**src/rtl/gnr_attractor_ctrl.sv**
```systemverilog
`default_nettype none
// ============================================================================
//  Module   : gnr_attractor_ctrl
//  Purpose  : Sweeps initial states through the Boolean-network node array and
//             reports, per state, the Floyd meet time and the attractor period.
//  Revision : 1.0  initial release
// ============================================================================
module gnr_attractor_ctrl #(
    parameter int N_NODES   = 8,
    parameter int CNT_W     = 16,
    parameter int MAX_STEPS = 4096
) (
    input  logic               clk,
    input  logic               rst_n,
    input  logic               start,
    input  logic [N_NODES-1:0] init_first,
    input  logic [N_NODES-1:0] init_last,
    output logic               reset_nos,
    output logic [N_NODES-1:0] init_state,
    output logic               start_s0,
    output logic               start_s1,
    input  logic [N_NODES-1:0] s0_vec,
    input  logic [N_NODES-1:0] s1_vec,
    output logic               res_valid,
    input  logic               res_ready,
    output logic [N_NODES-1:0] res_init,
    output logic [CNT_W-1:0]   res_meet,
    output logic [CNT_W-1:0]   res_period,
    output logic               res_timeout,
    output logic               busy,
    output logic               done
);

    localparam logic [3:0] c_idle  = 4'd0;
    localparam logic [3:0] c_load  = 4'd1;
    localparam logic [3:0] c_run   = 4'd2;
    localparam logic [3:0] c_cmp   = 4'd3;
    localparam logic [3:0] c_hold  = 4'd4;
    localparam logic [3:0] c_step1 = 4'd5;
    localparam logic [3:0] c_cmp1  = 4'd6;
    localparam logic [3:0] c_out   = 4'd7;
    localparam logic [3:0] c_fin   = 4'd8;

    localparam logic [CNT_W-1:0]   c_max     = CNT_W'(MAX_STEPS);
    localparam logic [CNT_W-1:0]   c_cnt_one = CNT_W'(1);
    localparam logic [N_NODES:0]   c_cur_one = (N_NODES+1)'(1);

    logic [3:0]         r_state;
    // One extra bit so a sweep ending at all-ones never wraps back to zero.
    logic [N_NODES:0]   r_cur;
    logic [N_NODES-1:0] r_last;
    logic [CNT_W-1:0]   r_meet;
    logic [CNT_W-1:0]   r_period;
    logic               r_timeout;

    logic               w_match;
    logic               w_last_state;

    assign w_match      = (s0_vec == s1_vec);
    assign w_last_state = (r_cur == {1'b0, r_last});

    always_ff @(posedge clk or negedge rst_n) begin
        if (!rst_n) begin
            r_state   <= c_idle;
            r_cur     <= '0;
            r_last    <= '0;
            r_meet    <= '0;
            r_period  <= '0;
            r_timeout <= 1'b0;
        end else begin
            case (r_state)
                c_idle: begin
                    if (start) begin
                        r_cur   <= {1'b0, init_first};
                        r_last  <= init_last;
                        r_state <= (init_first > init_last) ? c_fin : c_load;
                    end
                end
                c_load: begin
                    r_meet    <= '0;
                    r_period  <= '0;
                    r_timeout <= 1'b0;
                    r_state   <= c_run;
                end
                c_run: begin
                    r_meet  <= r_meet + c_cnt_one;
                    r_state <= c_cmp;
                end
                c_cmp: begin
                    if (w_match) begin
                        r_state <= c_hold;
                    end else if (r_meet == c_max) begin
                        r_timeout <= 1'b1;
                        r_period  <= '0;
                        r_state   <= c_out;
                    end else begin
                        r_state <= c_run;
                    end
                end
                c_hold: begin
                    r_state <= c_step1;
                end
                c_step1: begin
                    r_period <= r_period + c_cnt_one;
                    r_state  <= c_cmp1;
                end
                c_cmp1: begin
                    if (w_match) begin
                        r_state <= c_out;
                    end else if (r_period == c_max) begin
                        r_timeout <= 1'b1;
                        r_period  <= '0;
                        r_state   <= c_out;
                    end else begin
                        r_state <= c_step1;
                    end
                end
                c_out: begin
                    if (res_ready) begin
                        if (w_last_state) begin
                            r_state <= c_fin;
                        end else begin
                            r_cur   <= r_cur + c_cur_one;
                            r_state <= c_load;
                        end
                    end
                end
                c_fin: begin
                    r_state <= c_idle;
                end
                default: begin
                    r_state <= c_idle;
                end
            endcase
        end
    end

    // Strobes decode straight from the state register so reset clears them at once.
    assign reset_nos   = (r_state == c_load);
    assign start_s0    = (r_state == c_run);
    assign start_s1    = (r_state == c_run) || (r_state == c_step1);
    assign init_state  = r_cur[N_NODES-1:0];
    assign res_valid   = (r_state == c_out);
    assign res_init    = r_cur[N_NODES-1:0];
    assign res_meet    = r_meet;
    assign res_period  = r_period;
    assign res_timeout = r_timeout;
    assign busy        = (r_state != c_idle);
    assign done        = (r_state == c_fin);

endmodule
`default_nettype wire

```
**config.mk**
```make
export PLATFORM = sky130hd
export DESIGN_NAME = gnr_attractor_ctrl
export DESIGN_NICKNAME = d
export VERILOG_FILES = /design/src/rtl/gnr_attractor_ctrl.sv
export SDC_FILE = /design/constraint.sdc
export NUM_CORES = 1
export LEC_CHECK = 0
export CORE_MARGIN = 2
export CORE_UTILIZATION = 35
export CTS_CLUSTER_SIZE = 16
export DETAILED_ROUTE_END_ITERATION = 10
export GPL_TIMING_DRIVEN = 0
export PLACE_DENSITY = 0.63
export SYNTH_ARGS = -nofsm -noshare
export SYNTH_HDL_FRONTEND = slang
export SYNTH_SLANG_ARGS = --single-unit
export TNS_END_PERCENT = 30
```
**constraint.sdc**
```tcl
create_clock -name clk -period 3.8 [get_ports clk]
set_input_delay 0.76 -clock clk [delete_from_list [all_inputs] [get_ports clk]]
set_output_delay 0.76 -clock clk [all_outputs]
set_load 0.01 [all_outputs]
```
# --- Word level (Yosys, flattened, before mapping) ---
# Cells that the tools add are included.
# Widths: inputs -> output; s select.
word_totals:
  register_bits: 54
  in_bits: 36
  out_inout_bits: 55
  elab_cells: 65
classes:
  add_sub_neg: 3
  order_cmp: 1
  eq_ne: 19
  muxes: 24
  n_reduce_logical: 12
ops:
  columns: ["op", "count"]
  rows:
  - ["$mux 16", 4]
  - ["$pmux 16 s4", 1]
  - ["$add 16x1->16 const B", 2]
  - ["$eq 16x13->1 const B", 2]
  - ["$pmux 16 s2", 1]
  - ["$pmux 4 s8", 1]
  - ["$mux 9", 3]
  - ["$pmux 9 s2", 1]
  - ["$eq 4x3->1 const B", 4]
  - ["$mux 4", 4]
  - ["$ne 2x2->1 const B", 6]
  - ["$reduce_and 5->1", 2]
  - ["$add 9x1->9 const B", 1]
  - ["$eq 9x8->1", 1]
  - ["$eq 4x2->1 const B", 2]
  - ["$eq 8x8->1", 1]
  - ["$gt 8x8->1", 1]
  - ["$reduce_bool 4->1", 2]
  - ["$mux 3", 2]
  - ["$eq 4x1->1 const B", 1]
  - ["$eq 4x4->1 const B", 1]
  - ["$logic_not 4->1", 1]
  - ["$mux 1", 4]
  - ["$mux 2", 2]
  - ["7 further kinds", 9]

# --- Depth between registers and ports, before layout ---
# Gate-level depths: netlist of the first run.
depth:
  depth_word: 4
  mapped_depth: 9
  depth_no_buf: 7

# --- Worst setup path after synthesis of the first run ---
# No wires, ideal clock.
synth_timing:
  path_kind: "input to register"
  startpoint: "input s1_vec[2]"
  endpoint: "register r_period[8], in the netlist res_period[8]"
  setup_time_ns: 0.077
  arrival_time_ns: 2.052
  required_ns: 3.723
  setup_slack_ns: 1.671
  cell_stages: 7
  path_buffers: 2
  cell_sequence: "xor2_1 > nor4_1 > and4_1 > clkbuf_1 > buf_2 > o31ai_1 > o21ai_1"
synth_between:
  elab_chain_cells: 3
synth_rtl:
  columns: ["element", "line_no", "rtl"]
  rows:
  - ["start: declaration", "23", "input logic [N_NODES-1:0] s1_vec,"]
  - ["$eq 8x8->1 *", "59", "assign w_match = (s0_vec == s1_vec);"]
  - ["$ne 2x2->1 (no source line)", null, null]
  - ["$reduce_and 5->1 (no source line) *", null, null]
  - ["end signal: assignment", "104", "r_period <= r_period + c_cnt_one;"]
  - ["end: declaration", "53", "logic [CNT_W-1:0] r_period;"]
# Every way passes the cells marked *; elsewhere a longest branch is shown, timed or not.
# A chain may end at the register's enable or synchronous reset.

# --- Final worst setup path of the first run ---
layout_timing:
  startpoint: "register r_state[3]"
  endpoint: "output start_s1"
layout_between:
  elab_chain_cells: 2
layout_rtl:
  columns: ["element", "line_no", "rtl"]
  rows:
  - ["start: declaration", "48", "logic [3:0] r_state;"]
  - ["start signal: assignment", "64", "r_state <= c_idle;"]
  - ["start signal: assignment", "76", "r_state <= (init_first > init_last) ? c_fin : c_load;"]
  - ["start signal: assignment", "83", "r_state <= c_run;"]
  - ["$eq 4x2->1 or $eq 4x3->1 (tied branches)", "141", "assign start_s1 = (r_state == c_run) || (r_state == c_step1);"]
  - ["$logic_or 1x1->1 *", "141", null]
  - ["end: declaration", "21", "output logic start_s1,"]
# Marks and branches as above.

==> results of run 1 <==
==> per-layer routing <==
| metal | GRT usage [%] | share of wire [%] | vias to the layer above |
|---|---|---|---|
| li1 | - | - | 1684 |
| met1 | 23.62 | 46 | 1645 |
| met2 | 27.68 | 46 | 111 |
| met3 | 3.369 | 6.0 | 12 |
| met4 | 4.730 | 1.4 | 0 |
| met5 | 0 | 0 | - |
==> cell usage after synthesis (5+ instances only) <==
library cell	n	area, um2
and3_1	8	50.05
nand4_1	15	93.84
nand3_1	22	110.1
a211oi_1	5	37.54
buf_4	18	135.1
a21oi_1	21	105.1
nor3_1	14	70.07
ha_1	13	162.7
xor2_1	9	78.83
nor2_1	18	67.56
o21ai_1	6	30.03
mux2i_1	7	70.07
dfrtp_1	54	1351
inv_1	18	67.56
o31ai_1	8	60.06
buf_2	7	35.03
nor4_1	7	43.79
o21ai_0	27	135.1
clkbuf_1	9	33.78
xnor2_1	9	78.83
a31oi_1	9	56.30
nand2_1	44	165.2
==> report_power, final <==
| group | internal (W) | switching [W] | leakage [nW] | total [W] |
|---|---|---|---|---|
| sequential | 0.000704 | 0.000159 | 0.704 | 0.000864 |
| clock | 0.000281 | 0.000196 | 0.0714 | 0.000477 |
| combinational | 0.000678 | 0.000701 | 1.25 | 0.00138 |
| total | 0.00166 | 0.00106 | 2.02 | 0.00272 |
==> flip-flops by register name, indices dropped and copies added, names as in the netlist <==
register     flops
r_last           8
r_state          4
res_timeout      1
res_meet        16
res_period      16
r_cur            9
==> worst min path at each step <==
| stage | endpoint | slack (ns) | start | cells after the start |
|---|---|---|---|---|
| 2_1_floorplan | r_cur[0] | 0.46 | rst_n | 0 |
| 3_3_place_gp | res_timeout | 0.47 | res_timeout | 2 |
| 3_5_place_dp | res_timeout | 0.48 | res_timeout | 2 |
| 4_1_cts | r_last[4] | 0.44 | rst_n | 1 |
| 5_1_grt | r_cur[2] | 0.46 | rst_n | 1 |
| 6_report | r_cur[1] | 0.43 | rst_n | 1 |
==> layout make-up <==
type | instances | area (um2)
fill | 938 | 5010
multi-input combinational | 298 | 1901
sequential | 54 | 1351
timing repair buffer | 91 | 915.9
buffer | 35 | 215.2
tap | 133 | 166.4
clock buffer | 6 | 82.58
inverter | 19 | 72.57
clock inverter | 2 | 60.06
==> per-stage QoR <==
| stage | area [um2] | instances | worst slack (ns) | utilization, % | hold WS (ns) |
|---|---|---|---|---|---|
| after floorplan | 3540 | 406 | 1.671 | - | 0.4644 |
| after global placement | 4607 | 629 | 0.1763 | 47.13 | 0.4663 |
| after detailed placement | 4622 | 630 | 0.8010 | 47.29 | 0.4847 |
| after CTS | 4765 | 638 | 0.6090 | 48.75 | 0.4435 |
| after global routing | 4765 | 638 | 0.4814 | 48.75 | 0.4609 |
| final | 4765 | 638 | 0.6198 | 48.75 | 0.4299 |
==> worst register-to-register path: cells and delay by family (launching register included) <==
kind                       cells  cell delay, ns
AOI/OAI and AO/OA              3            0.81
adders and majority gates      1            0.14
buffers and inverters          2            0.29
DFF                            1            0.45
and+or+nand+nor                2            0.45
==> cell families after synthesis <==
kind of cell,after synthesis,share of synthesized area (%)
fa+ha+maj,13,4.595
flops,54,38.18
compound gates,103,19.19
mux,7,1.980
xor+xnor,18,4.454
buf+inv,54,8.130
simple gates,157,23.47
==> impl_metrics.ini, run 1 <==
[synth]
synth-async-reset-ratio_pct = 100.0
syn-cell-area_um2 = 3540
ys_ff_latch = 54
synth_seq_area_share_pct = 38.18
synth_warnings = 0
synth_edf_count = 0
yosys_most_used_dff = dfrtp_1
synth_fp_nets = 455
synth_cell_types = 53
netlist_instances = 406
avgSynthCellArea_um2 = 8.718

[drt]
wl_mm = 9.467
drt_pass1_iterations = 5
vias_per_cell = 5.411
drtAntennaViolNets = 0
vias = 3452
wire_per_inst_um = 14.84
drc = 0
drt_iter0_drc = 152

[worst_setup_path]
worst-path-buf-inv = 4
startpoint_type = register
cp-endpoint = start_s1
cp.required_ns = 3.04
regToRegSetupSlack_ns = 1.54
crit_chain = buf_2 > or3_1 > clkbuf_1 > clkbuf_1 > nand2_1 > clkdlybuf4s50_1
r2r-end = res_period[8]
arrival_ns = 2.42
max_stage_delay_ns = 0.54
slowest_stage = clkdlybuf4s50_1
startpoint = r_state[3]
reg2reg_depth = 8
cp_num_cells = 6
path_max_fanout = 10
crit_family = buffers and inverters
endpoint_kind = output port
crit_top_cell = clkbuf_1
critical_path_class = register to output port
reg2reg_from = res_meet[1]

[clocking]
cts_buffers = 5
clk_path_buf_depth = 2
cts_tree = built
htreeDepth = 2
cts_sinks = 54
post_cts_resized = 0
hold_buffers = 0
clk_pin_slew_ns = 0.10
insertion_delay_ns = 0.31
root_buffer = clkbuf_8
post_cts_buffers = 0

[status]
status = finished clean

[global_routing]
grt_pass1_wl_mm = 15.63
grt-ovfl-total = 0
antenna_found_initial = 0
grt.total_usage_pct = 17.23
grt_pass1_vias = 3278
grt_max_degree = 34

[floorplanning]
die_area_um2 = 10930
rows = 36
start_util_pct = 36.21
core-area_um2 = 9774
die_height_um = 104.6
pin_count = 91
die_w_um = 104.6

[placed_design]
numPortBuffers = 90
gp_congestion = 0.8446
hpwl_mm = 7.317

[timing]
slew_violations = 0
fin_crit_sh_pct = 83.69
rsz0062_at_grt = false
slew_headroom_pct = 53.32
hold_viol = 0
tightest_slew_ns = 0.6964
fin_tns_setup_ns = 0
clock.fmax_mhz = 314.4
layout_min_cycle_time_ns = 3.180
fin_skew_ns = 0.009526
finalSetupViolCount = 0

[final_layout]
areaGrowthSynthToFinish_pct = 34.61
n_antenna_cell = 0
final_cell_mix = clkdlybuf4s50_1 (89), dfrtp_1 (54), nand2_1 (44)
layout-drive-gt1-share_pct = 9.307
final_nets = 553
final_common_cell = clkdlybuf4s50_1

[min_path]
holdCritPathClass = input port to asynchronous set/reset pin

[run]
maxCapViolCount = 0

[pwr]
power_w = 0.002720
peakVddDrop_uv = 272.0
p_leak_nw = 2.021
powerDensity_nw_per_um2 = 570.9
Power figures use the tool's default switching activity.
==> inputs of run 2 (changes only) <==
Clock period 3.8 ns to 3.3 ns, I/O delays scaled along.
==> results of run 2 <==
The final DEF is identical to that of run 1. Status: finished clean.
Main changes from that run: setup slack after placement 0.8010 ns -> 0.4010 ns; setup slack after layout 0.6198 ns -> 0.2198 ns; hold slack 0.4299 ns -> 0.3299 ns; register-to-register setup slack 1.54 ns -> 1.04 ns; total power 0.002720 W -> 0.003132 W; worst IR drop on VDD 272.0 uV -> 313.2 uV
==> inputs of run 3 (changes only) <==
--- a/config.mk
+++ b/config.mk
@@ -8,4 +8,5 @@
 export CORE_MARGIN = 2
 export CORE_UTILIZATION = 35
+export CTS_BUF_LIST = sky130_fd_sc_hd__clkbuf_16
 export CTS_CLUSTER_SIZE = 16
 export DETAILED_ROUTE_END_ITERATION = 10
==> constraint.sdc (replaced) <==
create_clock -name clk -period 3.3 [get_ports clk]
set_input_delay 0.33 -clock clk [delete_from_list [all_inputs] [get_ports clk]]
set_output_delay 0.33 -clock clk [all_outputs]
set_load 0.01 [all_outputs]
==> run 3 against run 2 <==
  * Register-to-register slack barely moved
  * Global-route usage fell by 0.064 points
  * Sequential power barely moved
  * Maximum frequency rose by 13%
  * Worst hold slack got worse by 0.31 ns
  * Critical path depth did not move
  * Clock skew fell by 0.0014 ns
  * Core utilization rose by 0.47 points
  * Worst setup slack improved by 0.36 ns
  * Sequential share of layout area fell by 0.27 points
  * Non-clock buffer count did not move
  * Flip-flop and latch count did not move
  * Largest cell class unchanged
==> impl_metrics.ini, run 3 (synthesis gave the netlist of run 1 again) <==
[clocking]
htreeDepth = 2
root_buffer = clkbuf_16
hold_buffers = 0
clk_pin_slew_ns = 0.07
cts_tree = built
post_cts_buffers = 0
cts_sinks = 54
insertion_delay_ns = 0.29
post_cts_resized = 0
clk_path_buf_depth = 2
cts_buffers = 5

[pwr]
internal_power_w = 0.002025
p_seq_share_pct = 30.6
p_switching_w = 0.001234
p_leak_nw = 2.041
combPwrFrac_pct = 48.8
p_clk_share_pct = 20.7
powerDensity_nw_per_um2 = 677.5
swShare_pct = 37.86
peakVddDrop_uv = 315.1

[timing]
layout_min_cycle_time_ns = 2.724
slew_headroom_pct = 52.84
fin_tns_setup_ns = 0
setup_slack_ns = 0.5756
hold_viol = 0
clock.fmax_mhz = 367.1
finalSetupViolCount = 0
fin_skew_ns = 0.008113
fin_crit_sh_pct = 82.56
tightest_slew_ns = 0.7035
rsz0062_at_grt = false
slew_violations = 0

[worst_setup_path]
reg2reg_from = res_meet[1]
critical_path_class = register to output port
worst-path-buf-inv = 4
endpoint_kind = output port
cp.required_ns = 2.97
startpoint = r_state[3]
crit_chain = buf_2 > or3_1 > clkbuf_1 > clkbuf_1 > nand2_1 > clkdlybuf4s50_1
reg2reg_depth = 8
max_stage_delay_ns = 0.54
startpoint_type = register
path_max_fanout = 10
cp_num_cells = 6
cp-endpoint = start_s1
crit_family = buffers and inverters
regToRegSetupSlack_ns = 1.05
r2r-end = res_period[15]
slowest_stage = clkdlybuf4s50_1
crit_top_cell = clkbuf_1
arrival_ns = 2.39

[global_routing]
grt.total_usage_pct = 17.16
grt-ovfl-total = 0
grt_pass1_vias = 3256
grt_pass1_wl_mm = 15.61
grt_max_degree = 34
antenna_found_initial = 0

[placed_design]
preCtsSetupSlack_ns = 0.7310
dpl_cell_area_um2 = 4622
numPortBuffers = 90
gp_congestion = 0.8446
hpwl_mm = 7.317

[final_layout]
final_nets = 553
final_common_cell = clkdlybuf4s50_1
final_cell_mix = clkdlybuf4s50_1 (89), dfrtp_1 (54), nand2_1 (44)
design_area_um2 = 4811
areaGrowthSynthToFinish_pct = 35.91
layout-drive-gt1-share_pct = 9.109
n_antenna_cell = 0
post-route-util_pct = 49.22

[drt]
drt_pass1_iterations = 5
drt_iter0_drc = 157
wire_per_inst_um = 14.91
wl_mm = 9.513
vias_per_cell = 5.400
vias = 3445
drtAntennaViolNets = 0
drc = 0

[min_path]
holdCritPathClass = input port to asynchronous set/reset pin

[floorplanning]
start_util_pct = 36.21
rows = 36
die_w_um = 104.6
core-area_um2 = 9774
pin_count = 91
die_height_um = 104.6
die_area_um2 = 10930

[status]
status = finished clean

[run]
maxCapViolCount = 0
## run 3: cell types whose count changed in the layout (fill, tap and decap cells not counted), sizes merged
| cell | before | now |
|---|---|---|
| clkbuf | 15 | 14 |
| clkinv | 1 | 2 |
## run 3: cell type report
class                      instances  area (um2)
inverter                          19       72.57
multi-input combinational        298        1901
buffer                            35       215.2
clock inverter                     3       63.81
tap                              133       166.4
sequential                        54        1351
timing repair buffer              91       915.9
fill                             939        4964
clock buffer                       5       125.1
## run 3: metrics by stage
stage	hold slack [ns]	std cells	total power (W)
floorplan	0.03441	406	0.001966
global placement	0.4663	629	0.002572
detailed placement	0.3555	630	0.002600
CTS	0.04376	638	0.003284
global route	0.06904	638	0.003494
finish	0.02343	638	0.003259
## run 3: power groups by stage
stage | Clock (W) | Combinational, W | Sequential (W)
floorplan | 0 | 0.000993 | 0.000973
global placement | 0 | 0.00157 | 0.00100
detailed placement | 0 | 0.00159 | 0.00101
CTS | 0.000690 | 0.00160 | 0.000996
global route | 0.000720 | 0.00175 | 0.00102
finish | 0.000674 | 0.00159 | 0.000996
## run 3: per-layer routing
metal,wire (um),share of wire [%],track usage (%),vias to the layer above
met5,0,0,0,-
met1,4428,47,23.75,1644
met2,4460,47,27.64,108
met4,103,1.1,4.440,0
met3,520,5.5,3.119,9
li1,-,-,-,1684
## run 3: how the worst min path moves through the flow
stage / startpoint / to / slack, ns
6_report: rst_n / res_period[9] / 0.02
4_1_cts: rst_n / r_cur[1] / 0.04
3_5_place_dp: rst_n / res_period[1] / 0.36
2_1_floorplan: rst_n / r_cur[0] / 0.03
5_1_grt: rst_n / r_cur[2] / 0.07
3_3_place_gp: res_timeout / res_timeout / 0.47
